### src/rtl/cone_eval_arbiter.sv
// Round-robin arbiter sharing one external logic cone among NREQ requesters.
// Optional response MISR on sig is enabled by defining CONE_EVAL_SIG_EN.
module cone_eval_arbiter #(
  parameter int NREQ = 4,
  parameter int NIN  = 25,
  parameter int IDW  = 2
) (
  input  logic                 clk,
  input  logic                 rst_n,
  input  logic [NREQ-1:0]      req_valid,
  input  logic [NREQ*NIN-1:0]  req_vec,
  output logic [NREQ-1:0]      req_ready,
  output logic [NIN-1:0]       cone_x,
  input  logic                 cone_y,
  output logic                 rsp_valid,
  input  logic                 rsp_ready,
  output logic [IDW-1:0]       rsp_id,
  output logic                 rsp_y,
  output logic                 busy,
  output logic [15:0]          eval_cnt,
  output logic [15:0]          sig
);

  typedef enum logic [1:0] {
    IDLE,
    EVAL,
    RESP
  } state_t;

  state_t         state_q;
  state_t         state_d;
  logic [IDW-1:0] last_q;
  logic [IDW-1:0] gnt_idx;
  logic [IDW-1:0] idx;
  logic           gnt_any;
  logic           take;
  logic           done;

  // Search starts one past the last winner and wraps.
  always_comb begin
    gnt_any = 1'b0;
    gnt_idx = '0;
    idx     = last_q;
    for (int k = 0; k < NREQ; k++) begin
      if (idx == IDW'(NREQ - 1)) idx = '0;
      else                       idx = idx + 1'b1;
      if (!gnt_any && req_valid[idx]) begin
        gnt_any = 1'b1;
        gnt_idx = idx;
      end
    end
  end

  always_comb begin
    state_d = state_q;
    take    = 1'b0;
    done    = 1'b0;
    unique case (state_q)
      IDLE: begin
        if (gnt_any && rst_n) begin
          take    = 1'b1;
          state_d = EVAL;
        end
      end
      EVAL: state_d = RESP;
      RESP: begin
        if (rsp_ready) begin
          done    = 1'b1;
          state_d = IDLE;
        end
      end
      default: state_d = IDLE;
    endcase
  end

  assign req_ready = take ? (NREQ'(1) << gnt_idx)
                          : '0;
  assign rsp_valid = (state_q == RESP);
  assign busy      = (state_q != IDLE);

  always_ff @(posedge clk) begin
    if (!rst_n) begin
      state_q  <= IDLE;
      last_q   <= IDW'(NREQ - 1);
      cone_x   <= '0;
      rsp_id   <= '0;
      rsp_y    <= 1'b0;
      eval_cnt <= '0;
    end else begin
      state_q <= state_d;
      if (take) begin
        cone_x <= req_vec[gnt_idx*NIN +: NIN];
        rsp_id <= gnt_idx;
        last_q <= gnt_idx;
      end
      if (state_q == EVAL) rsp_y <= cone_y;
      if (done) eval_cnt <= eval_cnt + 16'd1;
    end
  end

`ifdef CONE_EVAL_SIG_EN
  logic [15:0] sig_q;
  logic        fb;

  // CRC-16-CCITT style shift; folds rsp_y in on each accepted response.
  assign fb = sig_q[15] ^ rsp_y;

  always_ff @(posedge clk) begin
    if (!rst_n) begin
      sig_q <= 16'hFFFF;
    end else if (done) begin
      sig_q <= {sig_q[14:0], 1'b0}
             ^ (fb ? 16'h1021 : 16'h0000);
    end
  end

  assign sig = sig_q;
`else
  assign sig = 16'h0000;
`endif

endmodule

### config.mk
export PLATFORM = sky130hd
export DESIGN_NAME = cone_eval_arbiter
export DESIGN_NICKNAME = d
export VERILOG_FILES = /design/src/rtl/cone_eval_arbiter.sv
export SDC_FILE = /design/constraint.sdc
export NUM_CORES = 1
export LEC_CHECK = 0
export ABC_AREA = 1
export BUFFER_PORTS_ARGS = -buffer_cell sky130_fd_sc_hd__buf_4
export CORE_ASPECT_RATIO = 0.7
export CORE_MARGIN = 10
export CORE_UTILIZATION = 50
export DETAILED_ROUTE_END_ITERATION = 8
export PLACE_DENSITY_LB_ADDON = 0.25
export RECOVER_POWER = 50
export SYNTH_ARGS = -nofsm -noshare
export SYNTH_HDL_FRONTEND = slang
export SYNTH_SLANG_ARGS = --single-unit
export TNS_END_PERCENT = 10
### constraint.sdc
create_clock -name clk -period 4.7 [get_ports clk]
set_clock_uncertainty 0.1 [all_clocks]
set_input_delay 0.94 -clock clk [delete_from_list [all_inputs] [get_ports clk]]
set_output_delay 0.94 -clock clk [all_outputs]
set_load 0.05 [all_outputs]
* Word-level counts from Yosys, hierarchy flattened *
Cells that the tools add are included.

storage, ports and cells
  bits in registers = 48
  word-level logic and storage cells = 64
  output and inout bits = 66

operators by class
  equality and inequality tests = 8
  shift operators = 2
  add/subtract/negate cells = 5
  multiply operators = 1
  $lt $le $gt $ge = 4
  reductions and logical operators = 10
  multiplexer cells = 28

operators by type and width
  cell                                                                           count
  100-bit by 8-bit indexed part select with 25-bit output                        1
  2-bit 2-to-1 mux                                                               10
  16-bit by 1-bit adder with 16-bit output (second input constant)               1
  2-bit by 3-bit less-than comparator with 1-bit output (second input constant)  4
  1-bit 2-to-1 mux                                                               12
  2-bit equality test (second input constant)                                    5
  2-bit by 1-bit adder with 2-bit output (second input constant)                 4
  1-bit binary-select mux with 2-bit select                                      4
  2-bit by 5-bit multiplier with 7-bit output (second input constant)            1
  2-bit one-hot mux with 3 select lines                                          1
  1-bit logical AND                                                              4
  4-bit 2-to-1 mux                                                               1
  1-bit by 2-bit left shift with 4-bit output (first input constant)             1
  1-bit logical NOT                                                              3
  2-bit by 1-bit equality test with 1-bit output (second input constant)         1
  2-bit logical NOT                                                              1
  2-bit by 1-bit inequality test with 1-bit output (second input constant)       1
  2-bit inequality test (second input constant)                                  1
  2-bit AND reduction                                                            1
  2-bit nonzero test                                                             1

* Logic depth before layout (Yosys ltp) *
Gate-level depths: netlist of the first run.

  word-level depth = 18
  gate-level depth with buffers = 17

* Worst setup path after synthesis of the first run *
Ideal clock, no wire load.

  path type = input to output
  from = input req_valid[0]
  to = output req_ready[0]
  required time = 3.660 ns
  data arrival time = 2.566 ns
  stages on the path = 13
  slack = 1.094 ns
  cells stage by stage = inv_1 nand2_1 nand3_1 nand2_2 inv_1 nand2_1 nand2_1 nand2_2 nand2_4 buf_4 nor2_1 inv_1 nor2_1

between the ends
  cells in the longest elaborated chain, start to end = 16

ends and longest elaborated chain
  item                                       RTL line  RTL
  start, declared                            10        input logic [NREQ-1:0] req_valid,
  1-bit binary-select mux with 2-bit select  47        if (!gnt_any && req_valid[idx]) begin
  1-bit 2-to-1 mux (not written as such)     47
  1-bit 2-to-1 mux                           47
  1-bit logical NOT                          47
  1-bit logical AND                          47
  1-bit 2-to-1 mux                           47
  1-bit logical NOT                          47
  1-bit logical AND                          47
  1-bit 2-to-1 mux                           47
  1-bit logical NOT                          47
  1-bit logical AND                          47
  1-bit 2-to-1 mux                           47
  1-bit logical AND                          60        if (gnt_any && rst_n) begin
  1-bit 2-to-1 mux                           60
  1-bit 2-to-1 mux                           58        unique case (state_q)
  4-bit 2-to-1 mux (*)                       76        assign req_ready = take ? (NREQ'(1) << gnt_idx)
  end, declared                              12        output logic [NREQ-1:0] req_ready,

Every way passes the cells marked *; elsewhere a longest branch is shown, timed or not. The select of a mux whose other input is x is not followed.

* Worst setup path after layout of the first run *
  from = input rst_n
  to = output req_ready[1]

between the ends
  cells in the longest elaborated chain, start to end = 4

ends and longest elaborated chain
  item               RTL line  RTL
  start, declared    9         input logic rst_n,
  1-bit logical AND  60
  1-bit 2-to-1 mux   60
  1-bit 2-to-1 mux   58
  4-bit 2-to-1 mux   76

Every way passes these cells.

==> summary.md, run 1 <==
| Metric | Value |
|---|---|
| CTS Buf Count | `5` |
| Initial antenna violation count | `0` |
| Primary FF master, synth | `dfxtp_1` |
| Syn. warnings | `0` |
| Worst Hold Class | `reg -> reg` |
| Starting Density | `52.1%` |
| Clock Path Buffers | `2` |
| Crit end category | `output port` |
| H-Tree Depth | `2` |
| Drt via density | `4.90` |
| Layout cells sized above 1 | `19.3%` |
| Clk Latency, worst-skew pair | `0.29 ns` |
| DRT iter0 DRCs | `260` |
| Leading post-synthesis cells by cell area | `dfxtp_1 27%, nand3_1 20%, nand2_1 17%` |
| Sequential share of the synthesized area | `27.0%` |
| Post-CTS sizing | `0` |
| Final period util | `85.0%` |
| Grt ovf | `0` |
| Critical Path Fanout Max | `40` |
| Global-route wire length before repair | `19100 um` |
| Measured slew at the worst slew-check pin | `0.710 ns` |
| Status | `finished clean` |
| Final setup vio count | `0` |
| Inserted Diodes | `0` |
| Routed WL per cell | `14.0 um` |
| Post-route setup TNS | `0 ns` |
| Startpoint types | `input pin` |
| Critical path required time | `3.66 ns` |
| Crit path time final | `3.99 ns` |
| Vias in the first global route | `4098` |
| PD cells | `820 nW/um^2` |
| Area leader, netlist | `dfxtp_1` |
| # clock sinks | `48` |
| Distinct cells, synth | `29` |
| Mapped Area | `3550 um^2` |
| Critical path arrival | `2.95 ns` |
| CP max stage cell | `inv_2` |
| Overall routing resource usage | `20.5%` |
| I/O Pins | `174` |
| Synth top cells by count | `164 x nand2_1, 141 x nand3_1, 132 x inv_1, 48 x dfxtp_1` |
| Max-slew violation count | `0` |
| P&R area growth vs syn | `30.1%` |
| Postcts setup bufs | `0` |
| 1st-pass router iterations | `5` |
| Placement Rows | `25` |
| Cell chain of the critical path | `buf_4 > clkinv_1 > nor2_1 > o21ai_2 > inv_2 > nand2_1 > nor2_1 > buf_4` |
| Peak VDD IR | `0.000465 V` |
| Hold buffers post-CTS | `0` |
| Clk slew on worst S/H paths | `0.10 ns` |
| Largest net degree at the start of global routing | `53` |
| Leak | `0.00269 uW` |
| Fin. Hold Viols | `0` |
| PortBufs | `157` |
| Final WL | `12000 um` |
| Via count | `4175` |
| Fin nets | `867` |
| Routability Congestion | `0.927` |
| Max-Cap Viols | `0` |
| Clock Root Buffer | `clkbuf_8` |
| DRT antenna net count | `0` |
| Most common cell in the synthesized netlist | `nand2_1` |
| Post-DP HPWL | `9170 um` |
| Die height | `90.5 um` |
| RSZ-0062 raised after global routing | `no` |
| Post-Layout Cell Count | `852` |
| Placed insts | `844` |
| TritonCTS clock tree | `built` |
| Max Clock Freq | `250 MHz` |
| Die Wd | `121 um` |
| #FFs+latches synth | `48` |
| Die ar. | `10900 um^2` |
| CP max stage delay | `0.40 ns` |
| Post-synth EDFFs | `0` |
| Synth Instances | `617` |
| Total core area | `6820 um^2` |
| CP Class | `in -> out` |
| Post-synth top area share | `27.0%` |
| DRC errors left | `0` |
| Syn avg cell area | `5.76 um^2` |
| Fraction of registers with async set/reset | `0%` |
| Slew HR | `52.6%` |
## cells by family after synthesis
kind of cell	synth area share [%]
AOI/OAI and AO/OA	5.39
xor gates and xnor gates	0.246
adders and majority gates	0.704
buffers and inverters	22.2
DFF	27.0
other	0.105
and+or+nand+nor	44.4
## cell type report
cell class	instances	area (um^2)
Clock inverter	3	42.5
Multi-Input combinational cell	404	1860
Sequential cell	48	961
Timing Repair Buffer	162	1060
Inverter	136	510
Clock buffer	5	68.8
Fill cell	661	2190
Tap cell	94	118
## layout by cell type, fill, tap and decap left out, drive strengths merged, types with 2 or more instances in the layout
| master | n |
|---|---|
| nor2 | 30 |
| nand4 | 3 |
| clkinv | 2 |
| nand3 | 143 |
| o21a | 2 |
| ha | 2 |
| buf | 120 |
| nand2 | 170 |
| conb | 16 |
| inv | 135 |
| a31oi | 2 |
| dfxtp | 48 |
| nor3 | 2 |
| a21oi | 16 |
| clkbuf | 47 |
| o21ai | 16 |
## sequential cells by signal, indices dropped and copies added (netlist names)
name,cells
eval_cnt,16
last_q,2
cone_x,25
rsp_y,1
rsp_id,2
state_q,2
## critical path: cells and delay by family
| kind | cells | cell delay, ns |
|---|---|---|
| compound gates | 1 | 0.09 |
| simple gates | 3 | 0.55 |
| buf+inv | 4 | 1.35 |
## power breakdown
part | internal (uW) | total [uW] | leakage (uW) | switching [uW]
Sequential | 545 | 628 | 0.000396 | 82.4
Clock | 158 | 301 | 0.0000541 | 143
Combinational | 796 | 2870 | 0.00223 | 2070
Total | 1500 | 3790 | 0.00269 | 2290
## metrics by stage
stage	worst slack [ns]	utilization (%)	total power (uW)	area, um^2	hold WS, ns
2_1_floorplan	1.09	-	2980	3610	0.361
6_report	0.706	67.8	3790	4620	0.366
3_3_place_gp	0.820	68.4	3490	4670	0.347
4_1_cts	0.737	70.1	3880	4780	0.366
5_1_grt	0.492	67.8	4150	4620	0.407
3_5_place_dp	0.739	68.4	3580	4670	0.349
## worst paths after layout
path,start,end,slack (ns),cells past startpoint
max reg2reg,last_q[0],cone_x[18],1.90,13
max,rst_n,req_ready[1],0.71,8
min reg2reg,eval_cnt[15],eval_cnt[15],0.37,1
min,eval_cnt[15],eval_cnt[15],0.37,1
## metal layers
| metal | share of wire (%) | track usage, % | vias up | wire length [um] |
|---|---|---|---|---|
| met5 | 0 | 0 | - | 0 |
| met4 | 1.2 | 5.71 | 0 | 146 |
| met3 | 9.0 | 7.12 | 12 | 1080 |
| met2 | 48 | 35.0 | 162 | 5740 |
| met1 | 42 | 23.6 | 1872 | 5000 |
| li1 | - | - | 2129 | - |
Power figures use the tool's default switching activity.
==> run 2: changes to the inputs <==
ABC_AREA = 0   (was 1)
CORE_UTILIZATION = 39   (was 50)
clock period = 3.5 ns   (was 4.7 ns; I/O delays follow)
==> summary.md, run 2 <==
| Metric | Value |
|---|---|
| Max reg flops | `25 (unchanged)` |
| Synth Instances | `300 (-51%)` |
| Commonest non-fill, non-tap cells in the layout | `129 x buf_4, 48 x dfxtp_1, 37 x mux2i_1` |
| Inserted Diodes | `0 (unchanged)` |
| TritonCTS clock tree | `built` |
| Grt ovf | `0 (unchanged)` |
| # clock sinks | `48 (unchanged)` |
| Clock Root Buffer | `clkbuf_8` |
| RSZ-0062 raised after global routing | `no` |
| Worst Hold Class | `reg -> reg` |
| Final WL | `9610 um (-20%)` |
| Total core area | `6880 um^2 (+0.92%)` |
| Most common cell in the synthesized netlist | `dfxtp_1` |
| Clock Path Buffers | `2 (unchanged)` |
| DRT iter0 DRCs | `82 (-68%)` |
| I/O Pins | `174 (unchanged)` |
| Routability Congestion | `0.756 (-18%)` |
| Syn avg cell area | `9.39 um^2 (+63%)` |
| Final setup vio count | `0 (unchanged)` |
| R2R Setup Slk | `0.84 ns (-1.06 ns)` |
| Startpoint types | `register` |
| Distinct cells, synth | `43 (+48%)` |
| Sequential share of the synthesized area | `34.1% (+7.1 points)` |
| 1st-pass router iterations | `5 (unchanged)` |
| Clk slew on worst S/H paths | `0.09 ns (about the same)` |
| Vias in the first global route | `2936 (-28%)` |
| Starting Density | `40.9% (-11 points)` |
| Hold buffers post-CTS | `0 (unchanged)` |
| CP Class | `reg -> out` |
| Measured slew at the worst slew-check pin | `0.666 ns (-0.0441 ns)` |
| Die ar. | `11100 um^2 (+1.3%)` |
| Post-synth EDFFs | `0 (unchanged)` |
| Crit path time final | `3.01 ns` |
| Postcts setup bufs | `0 (unchanged)` |
| Worst Reg-to-Reg Cells | `7 (-6)` |
| Fraction of registers with async set/reset | `0% (unchanged)` |
| Worst setup startpoint | `last_q[0]` |
| Die Wd | `122 um (+0.66%)` |
| RR Startpoint | `last_q[0]` |
| Leading post-synthesis cells by cell area | `dfxtp_1 34%, mux2i_1 13%, o32ai_2 5.8%` |
| Global-route wire length before repair | `14900 um (-22%)` |
| Largest net degree at the start of global routing | `44 (-17%)` |
| Post-synth top area share | `34.1% (+7.1 points)` |
| Routed WL per cell | `17.7 um (+26%)` |
| CP endpoint | `req_ready[1]` |
| DRT antenna net count | `0 (unchanged)` |
| Overall routing resource usage | `16.5% (-4.1 points)` |
| Fin. Hold Viols | `0 (unchanged)` |
| Layout cells sized above 1 | `36.2% (+17 points)` |
| Peak VDD IR | `0.000336 V (-28%)` |
| Post-DP HPWL | `7920 um (-14%)` |
| Post-Place Cell Area | `3970 um^2 (-15%)` |
| Critical Path Fanout Max | `14 (-65%)` |
| P&R area growth vs syn | `40.4%` |
| Placement Rows | `25 (unchanged)` |
| Smallest setup slack after layout | `0.491 ns (-0.215 ns)` |
| Critical path required time | `2.70 ns (-0.96 ns)` |
| Post-route setup TNS | `0 ns (unchanged)` |
| Leak | `0.00180 uW (-33%)` |
| PD cells | `543 nW/um^2 (-34%)` |
| Max-Cap Viols | `0 (unchanged)` |
| Pre-CTS setup slack | `0.621 ns (-0.118 ns)` |
| Fin nets | `559 (-36%)` |
| Max Clock Freq | `332 MHz` |
| Drt via density | `5.07 (+3.4%)` |
| Post-Layout Cell Count | `544 (-36%)` |
| Final period util | `86.0%` |
| Synth top cells by count | `48 x dfxtp_1, 37 x mux2i_1, 28 x nor3_1, 23 x nand2_1, 19 x buf_4` |
| Clk Latency, worst-skew pair | `0.30 ns (about the same)` |
| Top Registers | `cone_x: 25 flops, eval_cnt: 16 flops` |
| H-Tree Depth | `2 (unchanged)` |
| Reg-to-reg endpoint | `cone_x[13]` |
| Slew HR | `55.8% (+3.2 points)` |
| Post-CTS sizing | `0 (unchanged)` |
| Status | `finished clean` |
| Area leader, netlist | `dfxtp_1` |
| CTS Buf Count | `5 (unchanged)` |
| PortBufs | `157 (unchanged)` |
| #FFs+latches synth | `48 (unchanged)` |
| Cell area after layout | `3960 um^2 (-14%)` |
| Beginning of the worst hold path | `cone_x[18]` |
| Top reg by flops | `cone_x` |
| Initial antenna violation count | `0 (unchanged)` |
| Commonest non-fill, non-tap cell in the layout | `buf_4` |
| Via count | `2757 (-34%)` |
| FILL cells | `644 (-2.6%)` |
| Die height | `91.1 um (+0.61%)` |
| Mapped Area | `2820 um^2 (-21%)` |
| Primary FF master, synth | `dfxtp_1` |
| Placed insts | `536 (-36%)` |
| DRC errors left | `0 (unchanged)` |
| Critical path arrival | `2.21 ns (-0.74 ns)` |
| Syn. warnings | `0 (unchanged)` |
| Max-slew violation count | `0 (unchanged)` |
| Crit end category | `output port` |
==> run 2: cell types whose count changed in the layout (fill, tap and decap cells not counted), moves of 9 or more <==
cell	previous run	this run
a21oi_1	16	3
and2_0	0	10
buf_4	120	129
inv_1	132	2
mux2i_1	0	37
nand2_1	164	23
nand3_1	141	4
nor2_1	26	8
nor3_1	2	28
o21ai_2	1	11
o221ai_1	0	11
o32ai_2	0	10
xnor2_1	0	11
==> run 2: how the worst min path moves through the flow <==
stage	endpoint	slack [ns]	cells past startpoint
finish	cone_x[18]	0.37	2
floorplan	last_q[1]	0.34	2
global route	rsp_id[1]	0.40	2
CTS	cone_x[18]	0.37	2
detailed placement	cone_x[18]	0.35	2
global placement	cone_x[3]	0.34	2
==> run 2: stage by stage <==
step | hold slack, ns | utilization (%) | total power (uW)
6_report | 0.365 | 57.5 | 2150
2_1_floorplan | 0.339 | - | 1510
3_3_place_gp | 0.344 | 57.7 | 1810
3_5_place_dp | 0.348 | 57.7 | 1820
4_1_cts | 0.372 | 59.3 | 2240
5_1_grt | 0.397 | 57.5 | 2260
==> run 2: layout make-up <==
cell class	count	area [um^2]	area share, %
clock buffer	5	68.8	1.74
clock inverter	3	46.3	1.17
inverter	2	7.51	0.190
multi-input combinational	229	1660	41.9
sequential	48	961	24.3
tap	94	118	2.97
timing repair buffer	163	1100	27.7
==> run 2: worst max-delay path: stages (launching register included) <==
cell and delay, ns:
dfxtp_1 0.36, ha_1 0.37, a21oi_1 0.15, o22ai_1 0.16
o21ai_2 0.57, nor2_1 0.09, buf_4 0.21
==> run 2: routing by layer <==
| layer | part of all wire [%] | vias to the layer above | global-route usage, % |
|---|---|---|---|
| li1 | - | 1358 | - |
| met1 | 41 | 1271 | 17.8 |
| met2 | 48 | 119 | 28.3 |
| met3 | 11 | 9 | 8.78 |
| met4 | 1.0 | 0 | 2.48 |
| met5 | 0 | - | 0 |
==> run 2: logic make-up after synthesis <==
logic type / synth area share, %
other cells: 0.133
simple gates: 19.7
flops: 34.1
buf+inv: 9.02
xor+xnor: 4.04
compound gates: 19.0
mux: 13.1
fa+ha+maj: 0.888
==> run 2: report_power, final <==
part	switching (uW)	total (uW)	internal, uW
Sequential	56.1	690	634
Combinational	708	1040	336
Clock	199	415	216
Total	963	2150	1190
